File: config.mk
export PLATFORM = sky130hd
export DESIGN_NAME = clink_tx_framer
export DESIGN_NICKNAME = d
export VERILOG_FILES = /design/src/rtl/clink_pkg.sv /design/src/rtl/clink_tx_pack.sv /design/src/rtl/clink_tx_framer.sv
export SDC_FILE = /design/constraint.sdc
export NUM_CORES = 1
export LEC_CHECK = 0
export CORE_MARGIN = 2
export CORE_UTILIZATION = 56
export DETAILED_ROUTE_END_ITERATION = 16
export GPL_TIMING_DRIVEN = 0
export HOLD_SLACK_MARGIN = 0.15
export PLACE_DENSITY = 0.82
export SYNTH_ARGS = -nofsm -noshare
export SYNTH_HDL_FRONTEND = slang
export SYNTH_SLANG_ARGS = --single-unit
File: constraint.sdc
create_clock -name clk -period 6 [get_ports clk]
set_input_delay 1.2 -clock clk [delete_from_list [all_inputs] [get_ports clk]]
set_output_delay 1.2 -clock clk [all_outputs]
set_load 0.01 [all_outputs]
File: src/rtl/clink_pkg.sv
// -----------------------------------------------------------------------------
// clink_pkg
// Shared definitions for the Camera Link style 7:1 link, used by both the
// transmit framer and the receive-side word unpacking.
//   - clink_state_e  : framer FSM states
//   - PX_D*_BIT      : bit position inside the 28-bit serializer word for each
//                      bit of the d0/d1/d2 taps (indexed by tap bit number)
//   - PX_*_BIT       : positions of the DVAL/FVAL/LVAL flags and the spare bit
// -----------------------------------------------------------------------------
package clink_pkg;

  localparam int unsigned PX_W  = 32'd28;
  localparam int unsigned TAP_W = 32'd8;

  typedef enum logic [2:0] {
    ST_IDLE   = 3'd0,
    ST_FSETUP = 3'd1,
    ST_LINE   = 3'd2,
    ST_HBLANK = 3'd3,
    ST_VBLANK = 3'd4
  } clink_state_e;

  // Entry [i] is the serializer word bit carrying tap bit i.
  localparam logic [4:0] PX_D0_BIT [TAP_W] = '{5'd6, 5'd5, 5'd4, 5'd3,
                                               5'd2, 5'd1, 5'd27, 5'd26};
  localparam logic [4:0] PX_D1_BIT [TAP_W] = '{5'd0, 5'd13, 5'd12, 5'd11,
                                               5'd10, 5'd9, 5'd25, 5'd24};
  localparam logic [4:0] PX_D2_BIT [TAP_W] = '{5'd8, 5'd7, 5'd20, 5'd19,
                                               5'd18, 5'd17, 5'd23, 5'd22};

  localparam logic [4:0] PX_DVAL_BIT  = 5'd14;
  localparam logic [4:0] PX_FVAL_BIT  = 5'd15;
  localparam logic [4:0] PX_LVAL_BIT  = 5'd16;
  localparam logic [4:0] PX_SPARE_BIT = 5'd21;

endpackage

File: src/rtl/clink_tx_pack.sv
// -----------------------------------------------------------------------------
// clink_tx_pack
// Purely combinational mapping of one beat (three 8-bit taps plus the
// DVAL/FVAL/LVAL flags) onto the 28-bit 7:1 serializer word. Tap bits are
// forced to zero whenever DVAL is low so blanking/stall words carry no data.
// Ports:
//   dval, fval, lval : link qualifiers for this beat
//   d0, d1, d2       : tap data
//   px               : 28-bit serializer word (spare bit always 0)
// -----------------------------------------------------------------------------
module clink_tx_pack
  import clink_pkg::*;
(
  input  logic        dval,
  input  logic        fval,
  input  logic        lval,
  input  logic [7:0]  d0,
  input  logic [7:0]  d1,
  input  logic [7:0]  d2,
  output logic [27:0] px
);

  // Scatter flags and (DVAL-gated) tap bits into their word positions.
  always_comb begin
    px               = '0;
    px[PX_DVAL_BIT]  = dval;
    px[PX_FVAL_BIT]  = fval;
    px[PX_LVAL_BIT]  = lval;
    px[PX_SPARE_BIT] = 1'b0;
    for (int i = 0; i < int'(TAP_W); i++) begin
      px[PX_D0_BIT[i]] = d0[i] & dval;
      px[PX_D1_BIT[i]] = d1[i] & dval;
      px[PX_D2_BIT[i]] = d2[i] & dval;
    end
  end

endmodule

File: src/rtl/clink_tx_framer.sv
// -----------------------------------------------------------------------------
// clink_tx_framer
// Generates Camera Link style framing (FVAL/LVAL/DVAL) around a pixel stream
// or an internal counter pattern and emits one registered 28-bit word per
// clock for a downstream 7:1 serializer.
// Ports:
//   clk, rst_n            : pixel clock, async active-low reset
//   tx_ready              : serializer locked; dropping it aborts a frame
//   frame_start           : one-cycle request for a frame (ignored when busy)
//   cfg_continuous        : repeat frames after vertical blanking
//   cfg_test_pattern      : send beat/line/frame counters instead of pix_data
//   cfg_width/height      : beats per line / lines per frame (0 = no frame)
//   cfg_hblank/vblank     : LVAL-low / FVAL-low cycles (0 treated as 1)
//   pix_data, pix_valid   : source beat {d2,d1,d0}
//   pix_ready             : beat accepted when pix_valid && pix_ready
//   px_data               : serializer word, one cycle after the state it encodes
//   busy                  : framer not idle
//   frame_done            : pulse when the last beat of a frame went out
//   frame_abort           : pulse when a frame was cut short by tx_ready loss
// Counters must be at least 8 bits wide (CNT_W >= 8) for the test pattern.
// -----------------------------------------------------------------------------
module clink_tx_framer
  import clink_pkg::*;
#(
  parameter int CNT_W           = 16,
  parameter int TEST_PATTERN_EN = 1
) (
  input  logic             clk,
  input  logic             rst_n,
  input  logic             tx_ready,
  input  logic             frame_start,
  input  logic             cfg_continuous,
  input  logic             cfg_test_pattern,
  input  logic [CNT_W-1:0] cfg_width,
  input  logic [CNT_W-1:0] cfg_height,
  input  logic [CNT_W-1:0] cfg_hblank,
  input  logic [CNT_W-1:0] cfg_vblank,
  input  logic [23:0]      pix_data,
  input  logic             pix_valid,
  output logic             pix_ready,
  output logic [27:0]      px_data,
  output logic             busy,
  output logic             frame_done,
  output logic             frame_abort
);

  localparam logic [CNT_W-1:0] CNT_ONE  = CNT_W'(1);
  localparam logic             TP_BUILT = (TEST_PATTERN_EN != 0);

  clink_state_e     state_r, state_nxt_s;

  // Configuration captured at frame start; live inputs are ignored mid-frame.
  logic [CNT_W-1:0] width_r, height_r, hblank_r, vblank_r;
  logic             cont_r, tp_r;

  logic [CNT_W-1:0] blank_cnt_r, blank_nxt_s;
  logic [CNT_W-1:0] beat_cnt_r, beat_nxt_s;
  logic [CNT_W-1:0] line_cnt_r, line_nxt_s;
  logic [7:0]       frame_cnt_r, frame_nxt_s;

  logic [27:0]      px_data_r;
  logic             frame_done_r, frame_abort_r;

  logic             latch_s, done_s, abort_s;
  logic             fval_s, lval_s, dval_s, beat_acc_s;
  logic [CNT_W-1:0] hb_len_s, vb_len_s;
  logic             hb_last_s, vb_last_s, cfg_ok_s;
  logic [7:0]       d0_s, d1_s, d2_s;
  logic [27:0]      pack_px_s, px_nxt_s;

  // A zero blanking length still costs one cycle.
  assign hb_len_s  = (hblank_r == '0) ? CNT_ONE : hblank_r;
  assign vb_len_s  = (vblank_r == '0) ? CNT_ONE : vblank_r;
  assign hb_last_s = (blank_cnt_r == (hb_len_s - CNT_ONE));
  assign vb_last_s = (blank_cnt_r == (vb_len_s - CNT_ONE));
  assign cfg_ok_s  = (cfg_width != '0) && (cfg_height != '0);

  // Next-state, counter updates and link flags for the current cycle.
  always_comb begin
    state_nxt_s = state_r;
    blank_nxt_s = blank_cnt_r;
    beat_nxt_s  = beat_cnt_r;
    line_nxt_s  = line_cnt_r;
    frame_nxt_s = frame_cnt_r;
    latch_s     = 1'b0;
    done_s      = 1'b0;
    abort_s     = 1'b0;
    fval_s      = 1'b0;
    lval_s      = 1'b0;
    dval_s      = 1'b0;
    beat_acc_s  = 1'b0;

    case (state_r)
      ST_IDLE: begin
        if (frame_start && tx_ready && cfg_ok_s) begin
          state_nxt_s = ST_FSETUP;
          latch_s     = 1'b1;
          blank_nxt_s = '0;
        end else begin
          state_nxt_s = ST_IDLE;
        end
      end

      ST_FSETUP, ST_HBLANK: begin
        fval_s = 1'b1;
        if (hb_last_s) begin
          state_nxt_s = ST_LINE;
          blank_nxt_s = '0;
        end else begin
          blank_nxt_s = blank_cnt_r + CNT_ONE;
        end
      end

      ST_LINE: begin
        fval_s     = 1'b1;
        lval_s     = 1'b1;
        // Pattern mode produces a beat every cycle; otherwise wait for the source.
        beat_acc_s = tp_r | pix_valid;
        dval_s     = beat_acc_s;
        if (beat_acc_s) begin
          if (beat_cnt_r == (width_r - CNT_ONE)) begin
            beat_nxt_s  = '0;
            blank_nxt_s = '0;
            if (line_cnt_r == (height_r - CNT_ONE)) begin
              state_nxt_s = ST_VBLANK;
              line_nxt_s  = '0;
              frame_nxt_s = frame_cnt_r + 8'd1;
              done_s      = 1'b1;
            end else begin
              state_nxt_s = ST_HBLANK;
              line_nxt_s  = line_cnt_r + CNT_ONE;
            end
          end else begin
            beat_nxt_s = beat_cnt_r + CNT_ONE;
          end
        end else begin
          beat_nxt_s = beat_cnt_r;
        end
      end

      ST_VBLANK: begin
        if (vb_last_s) begin
          blank_nxt_s = '0;
          // A restart relatches the live configuration, so it must be usable.
          if (cont_r && tx_ready && cfg_ok_s) begin
            state_nxt_s = ST_FSETUP;
            latch_s     = 1'b1;
          end else begin
            state_nxt_s = ST_IDLE;
          end
        end else begin
          blank_nxt_s = blank_cnt_r + CNT_ONE;
        end
      end

      default: begin
        state_nxt_s = ST_IDLE;
        blank_nxt_s = '0;
        beat_nxt_s  = '0;
        line_nxt_s  = '0;
      end
    endcase

    // Link loss overrides everything: drop the frame and return to idle.
    if ((state_r != ST_IDLE) && !tx_ready) begin
      state_nxt_s = ST_IDLE;
      blank_nxt_s = '0;
      beat_nxt_s  = '0;
      line_nxt_s  = '0;
      frame_nxt_s = frame_cnt_r;
      latch_s     = 1'b0;
      done_s      = 1'b0;
      abort_s     = 1'b1;
    end else begin
      abort_s = 1'b0;
    end
  end

  // Tap source selection: counters in pattern mode, else the incoming beat.
  always_comb begin
    if (tp_r) begin
      d0_s = beat_cnt_r[7:0];
      d1_s = line_cnt_r[7:0];
      d2_s = frame_cnt_r;
    end else begin
      d0_s = pix_data[7:0];
      d1_s = pix_data[15:8];
      d2_s = pix_data[23:16];
    end
  end

  clink_tx_pack u_pack (
    .dval (dval_s),
    .fval (fval_s),
    .lval (lval_s),
    .d0   (d0_s),
    .d1   (d1_s),
    .d2   (d2_s),
    .px   (pack_px_s)
  );

  // An aborting cycle sends an all-zero word instead of a partial beat.
  assign px_nxt_s = abort_s ? 28'h0000000 : pack_px_s;

  // FSM state and frame counters.
  always_ff @(posedge clk or negedge rst_n) begin
    if (!rst_n) begin
      state_r     <= ST_IDLE;
      blank_cnt_r <= '0;
      beat_cnt_r  <= '0;
      line_cnt_r  <= '0;
      frame_cnt_r <= 8'd0;
    end else begin
      state_r     <= state_nxt_s;
      blank_cnt_r <= blank_nxt_s;
      beat_cnt_r  <= beat_nxt_s;
      line_cnt_r  <= line_nxt_s;
      frame_cnt_r <= frame_nxt_s;
    end
  end

  // Configuration capture on every entry into frame setup.
  always_ff @(posedge clk or negedge rst_n) begin
    if (!rst_n) begin
      width_r  <= '0;
      height_r <= '0;
      hblank_r <= '0;
      vblank_r <= '0;
      cont_r   <= 1'b0;
      tp_r     <= 1'b0;
    end else if (latch_s) begin
      width_r  <= cfg_width;
      height_r <= cfg_height;
      hblank_r <= cfg_hblank;
      vblank_r <= cfg_vblank;
      cont_r   <= cfg_continuous;
      tp_r     <= cfg_test_pattern & TP_BUILT;
    end else begin
      width_r  <= width_r;
      height_r <= height_r;
      hblank_r <= hblank_r;
      vblank_r <= vblank_r;
      cont_r   <= cont_r;
      tp_r     <= tp_r;
    end
  end

  // Registered serializer word and status pulses.
  always_ff @(posedge clk or negedge rst_n) begin
    if (!rst_n) begin
      px_data_r     <= 28'h0000000;
      frame_done_r  <= 1'b0;
      frame_abort_r <= 1'b0;
    end else begin
      px_data_r     <= px_nxt_s;
      frame_done_r  <= done_s;
      frame_abort_r <= abort_s;
    end
  end

  assign pix_ready   = (state_r == ST_LINE) && !tp_r;
  assign busy        = (state_r != ST_IDLE);
  assign px_data     = px_data_r;
  assign frame_done  = frame_done_r;
  assign frame_abort = frame_abort_r;

endmodule

# --- After elaboration in Yosys (flattened, before gate mapping) ---
# Cells that the tools add are included.
word_totals:
  regBits: 155
  inputBits: 95
  out_inout_bits: 32
  word_cells: 130
classes:
  n_addsub: 8
  n_eq_ne: 14
  muxes: 45
  bitwise_logic: 26
  n_reduce_logical: 23
ops:
  columns: ["cell", "count"]
  rows:
  - ["2-to-1 mux 16 bit", 15]
  - ["== test 16 bit", 4]
  - ["one-hot mux 16 bit (2 select lines)", 2]
  - ["one-hot mux 16 bit (4 select lines)", 1]
  - ["subtractor 16 x 1 -> 16 bit (second input constant)", 4]
  - ["adder 16 x 1 -> 16 bit (second input constant)", 3]
  - ["logical NOT 16 bit", 2]
  - ["nonzero test 16 bit", 2]
  - ["2-to-1 mux 28 bit", 1]
  - ["AND 1 bit", 24]
  - ["2-to-1 mux 8 bit", 3]
  - ["2-to-1 mux 3 bit", 6]
  - ["2-to-1 mux 1 bit", 15]
  - ["!= test 3 bit (second input constant)", 5]
  - ["one-hot mux 3 bit (4 select lines)", 1]
  - ["adder 8 x 1 -> 8 bit (second input constant)", 1]
  - ["logical AND 1 bit", 7]
  - ["== test 3 x 2 -> 1 bit (second input constant)", 2]
  - ["AND reduction 3 bit", 2]
  - ["AND reduction 5 bit", 1]
  - ["AND reduction 4 bit", 1]
  - ["OR reduction 4 bit", 1]
  - ["== test 3 x 1 -> 1 bit (second input constant)", 1]
  - ["== test 3 bit (second input constant)", 1]
  - ["other kinds (10)", 11]

# --- Logic depth before layout (Yosys ltp) ---
depth:
  ltp_word: 7
  ltp_mapped: 15
  depth_no_buf: 13

# --- Hierarchy ---
# Synthesis repeated with hierarchy kept, for this count alone.
hier_totals:
  cells_unflattened: 967
  area_unflattened_um2: 9734.3
modules_own_cells:
  columns: ["mod", "instances", "cells_per_inst", "area_each_um2", "seq_area_each_um2"]
  rows:
  - ["clink_tx_framer", 1, 936, 9505.4, 3878.7]
  - ["clink_tx_pack", 1, 31, 229.0, 0.0]

# --- Least setup slack after synthesis ---
# Ideal clock, no wire load.
synth_timing:
  kind: "reg2reg"
  startpoint: "register vblank_r[12]"
  endpoint: "register cont_r"
  arrival_time_ps: 4052
  slack_ps: 1820
  stages_incl_launch_ff: 15
  path_buffers: 3
  period_less_slack_ps: 4180
  cell_sequence: "dfrtp_1 -> clkbuf_1 -> nor4_1 -> a41oi_1 -> ha_1 -> or3b_1 -> nor2_1 -> or4b_1 -> a311oi_1 -> nand4_1 -> or4_1 -> a21oi_1 -> buf_4 -> buf_6 -> mux2_1"
synth_between:
  elab_chain_len: 7
synth_lines:
  columns: ["item", "line_no", "source"]
  rows:
  - ["start: declaration", "clink_tx_framer.sv:53", "logic [CNT_W-1:0] width_r, height_r, hblank_r, vblank_r;"]
  - ["start signal: assignment", "clink_tx_framer.sv:235", "vblank_r <= cfg_vblank;"]
  - ["start signal: assignment", "clink_tx_framer.sv:242", "vblank_r <= vblank_r;"]
  - ["logical NOT 16 bit", "clink_tx_framer.sv:73", "assign vb_len_s = (vblank_r == '0) ? CNT_ONE : vblank_r;"]
  - ["2-to-1 mux 16 bit *", "clink_tx_framer.sv:73", null]
  - ["subtractor 16 x 1 -> 16 bit *", "clink_tx_framer.sv:75", "assign vb_last_s = (blank_cnt_r == (vb_len_s - CNT_ONE));"]
  - ["== test 16 bit *", "clink_tx_framer.sv:75", null]
  - ["2-to-1 mux 1 bit *", "clink_tx_framer.sv:142", "if (vb_last_s) begin"]
  - ["one-hot mux 1 bit (2 select lines) *", "clink_tx_framer.sv:93", "case (state_r)"]
  - ["2-to-1 mux 1 bit *", "clink_tx_framer.sv:165", "if ((state_r != ST_IDLE) && !tx_ready) begin"]
  - ["end signal: assignment", "clink_tx_framer.sv:236", "cont_r <= cfg_continuous;"]
  - ["end signal: assignment", "clink_tx_framer.sv:243", "cont_r <= cont_r;"]
  - ["end: declaration", "clink_tx_framer.sv:54", "logic cont_r, tp_r;"]
# Mark *: on every way between the ends. The rest lies on a longest branch, timed or not.
# A chain may end at the register's enable or synchronous reset.

# --- Worst setup path in the final report ---
layout_timing:
  startpoint: "register vblank_r[12]"
  endpoint: "register width_r[10]"
layout_between:
  elab_chain_len: 7
layout_lines:
  columns: ["item", "line_no", "source"]
  rows:
  - ["logical NOT 16 bit", "clink_tx_framer.sv:73", null]
  - ["2-to-1 mux 16 bit *", "clink_tx_framer.sv:73", null]
  - ["subtractor 16 x 1 -> 16 bit *", "clink_tx_framer.sv:75", null]
  - ["== test 16 bit *", "clink_tx_framer.sv:75", null]
  - ["2-to-1 mux 1 bit *", "clink_tx_framer.sv:142", null]
  - ["one-hot mux 1 bit (2 select lines) *", "clink_tx_framer.sv:93", null]
  - ["2-to-1 mux 1 bit *", "clink_tx_framer.sv:165", null]
  - ["end signal: assignment", "clink_tx_framer.sv:232", "width_r <= cfg_width;"]
  - ["end signal: assignment", "clink_tx_framer.sv:239", "width_r <= width_r;"]
  - ["end: declaration", "clink_tx_framer.sv:53", null]
# Marks and branches as above.

==> results_dict.tcl <==
set metrics [dict create \
    status "finished clean" \
    critPathKind "reg2reg" \
    p_sw_frac 0.373 \
    p_switching_uw 1690 \
    drt_wl_total_mm 22.7 \
    grt_pass1_vias 7470 \
    p_int_uw 2840 \
    core_mm2 0.0158 \
    io_buffers 125 \
    via_per_inst 5.86 \
    cpPeakStageDelay_ns 0.75 \
    fin_skew_ns 0.0127 \
    clkTransAtPathRegs_ns 0.06 \
    relSlewSlack 0.420 \
    rsz0062_at_grt "false" \
    synth_cell_types 73 \
    netlist_area_mm2 0.00900 \
    area_delta_synth_final_pct 24.2 \
    wl_met1_mm 9.78 \
    grt_first_pass_wirelength_mm 36.9 \
    cts.path.max_buffers 2 \
    io_pins 127 \
    startpoint_type "flop" \
    yosys.area.top_type "dfrtp_1" \
    ys_seq_area_frac 0.428 \
    power.leakage_uw 0.00466 \
    first_pass_iters 5 \
    critPathTopFamily "simple AND/OR/NAND/NOR gates" \
    fin_setup_tns_ns 0 \
    drt_iter0_markers 547 \
    cts_hold_buf 0 \
    drv_slew 0 \
    gp_congestion 0.883 \
    synth_edf_count 0 \
    hold_ws_ns 0.491 \
    yosys_warnings 0 \
    dp_slack_ns 1.04 \
    post_cts_buffers 0 \
    yosysTopAreaCellShare 0.428 \
    ir_worst_vdd_mv 0.256 \
    syn_avg_cell_area_um2 9.76 \
    worstPathCellList "clkbuf_1 -> nor4_1 -> a41oi_1 -> ha_1 -> or3b_1 -> nor2_1 -> or4b_1 -> a311oi_1 -> nand4_1 -> or4_1 -> a21oi_1 -> buf_4 -> buf_6 -> mux2_1" \
    diodes 0 \
    final_hold_viol_count 0 \
    overflow 0 \
    finalCritPeriodShare 0.849 \
    crit_fanout 10 \
    route.met2.wl_mm 10.7 \
    worst_slew_pin_slew_ns 0.862 \
    drc 0 \
    pwr-share-seq 0.362 \
    final_area_mm2 0.0112 \
    worstSkewPairLatency_ns 0.43 \
    maxCapViolCount 0 \
    setup_viol 0 \
    nNetsFinal 1170 \
    period_minus_slack_ns 5.09 \
    cts_tree "done" \
    end_kind "flop" \
    cts_resized 0 \
    dieHeight_um 131 \
    antenna_found_initial 0 \
    synth-seq-cells 154 \
    syn_nets 1025 \
    synth_ff_type "dfrtp_1" \
    fin_ws_ns 0.907 \
    htreeDepth 4 \
    clock-sinks 154 \
    wl_met3_mm 1.49 \
    critPathRequiredTime_ns 6.31 \
    p_clk_frac 0.251 \
    ant_nets 0 \
    start_util 0.571 \
    post-synth-top-count-cell "dfrtp_1" \
    async_flop_share 1.00 \
    vias 7599 \
    hold_path.class "reg2reg" \
    tritoncts.num_buffers 17 \
    synth.area.top_cells "dfrtp_1 (43%), mux2_1 (5.5%), xor2_1 (4.4%)" \
    post_drt_wl_per_cell_um 17.5 \
    max_freq_ghz 0.196 \
    place_hpwl_mm 16.6 \
    reg2reg_slack_ns 0.91 \
    root_buffer "clkbuf_16" \
    dr.max_layer_used "met4" \
    track_usage 0.278 \
    arrival_ns 5.40 \
    p_per_area_mw_per_mm2 405 \
    die_area_mm2 0.0171 \
    placed_cell_area_mm2 0.0105 \
    fp.dieW_um 131 \
    drive_gt1_frac 0.0806 \
    grt_start_max_net_pins 92 \
    dp_cells 1264 \
    cp_slowest_cell "nor4_1" \
    power_frac_comb 0.387 \
    synth_common_cells "dfrtp_1 (154), nor2_1 (96), nand2_1 (51), o21ai_0 (47), xor2_1 (45)" \
    rows 46 \
    path_buf_inv 3 \
    syn_inst 922 \
    stdcell_count 1296 \
]
## power by group through the flow
stage / sequential (µW) / combinational [µW] / clock (µW)
2_1_floorplan: 1560 / 1300 / 0
3_3_place_gp: 1640 / 1670 / 0
3_5_place_dp: 1640 / 1720 / 0
4_1_cts: 1630 / 1750 / 1160
5_1_grt: 1680 / 1930 / 1200
6_report: 1640 / 1750 / 1140
## worst paths after layout
path                                startpoint        endpoint  cells past startpoint
worst max-delay path              vblank_r[12]     width_r[10]                     14
worst min-delay path            frame_cnt_r[7]  frame_cnt_r[7]                      1
worst max register to register    vblank_r[12]     width_r[10]                     14
worst min register to register  frame_cnt_r[7]  frame_cnt_r[7]                      1
max in group asynchronous                rst_n  line_cnt_r[15]                      2
min in group asynchronous                rst_n     vblank_r[0]                      1
## area by class of cell
| type | count | area [µm²] |
|---|---|---|
| Buffer | 43 | 218 |
| Clock buffer | 19 | 453 |
| Clock inverter | 13 | 174 |
| Fill cell | 1221 | 4600 |
| Inverter | 31 | 116 |
| Multi-Input combinational cell | 694 | 4810 |
| Sequential cell | 154 | 3850 |
| Tap cell | 216 | 270 |
| Timing Repair Buffer | 126 | 1280 |
## registers in the layout (all words and copies together), names as in the netlist
register and flops:
cont_r 1, frame_done 1, px_data 27, line_cnt_r 16, blank_cnt_r 16, vblank_r 16
width_r 16, frame_cnt_r 8, frame_abort 1, beat_cnt_r 16, height_r 16, hblank_r 16
state_r 3, tp_r 1
## placed cells by master (no fill, tap or decap), types with 10 or more instances in the layout
master | synthesis | routed
dfrtp_1 | 154 | 154
clkdlybuf4s50_1 | 0 | 124
nor2_1 | 96 | 96
nand2_1 | 51 | 51
o21ai_0 | 47 | 47
xor2_1 | 45 | 45
xnor2_1 | 44 | 44
mux2_1 | 44 | 44
nand3_1 | 34 | 34
inv_1 | 31 | 31
nor4_1 | 30 | 30
mux2i_1 | 29 | 29
clkbuf_1 | 26 | 26
nand4_1 | 24 | 24
and3_1 | 23 | 23
a21oi_1 | 19 | 19
mux2_2 | 17 | 17
clkbuf_16 | 0 | 17
nor2b_1 | 13 | 13
nor3_1 | 13 | 13
a22o_1 | 13 | 13
or4_1 | 10 | 10
and2_1 | 10 | 10
## cell families (layout without fill, tap and decap cells)
logic type / count (synthesis) / count (layout) / synth area share
muxes: 90 / 90 / 0.109
DFF: 154 / 154 / 0.428
buffers and inverters: 74 / 232 / 0.0371
adders and majority gates: 8 / 8 / 0.0111
AOI/OAI and AO/OA: 155 / 155 / 0.118
and+or+nand+nor: 350 / 350 / 0.207
xor gates and xnor gates: 90 / 90 / 0.0891
other: 1 / 1 / 0.000417
## per-stage QoR
step                total power (µW)   util
floorplan                       2850      -
CTS                             4530  0.709
detailed placement              3370  0.669
global route                    4820  0.709
finish                          4520  0.709
global placement                3310  0.667
## layer usage
metal  vias up  GRT usage
li1       3638          -
met1      3660      0.363
met2       257      0.450
met3        44     0.0643
met4         0      0.119
met5         -          0
Note: power is estimated with default switching activity, not from simulation.
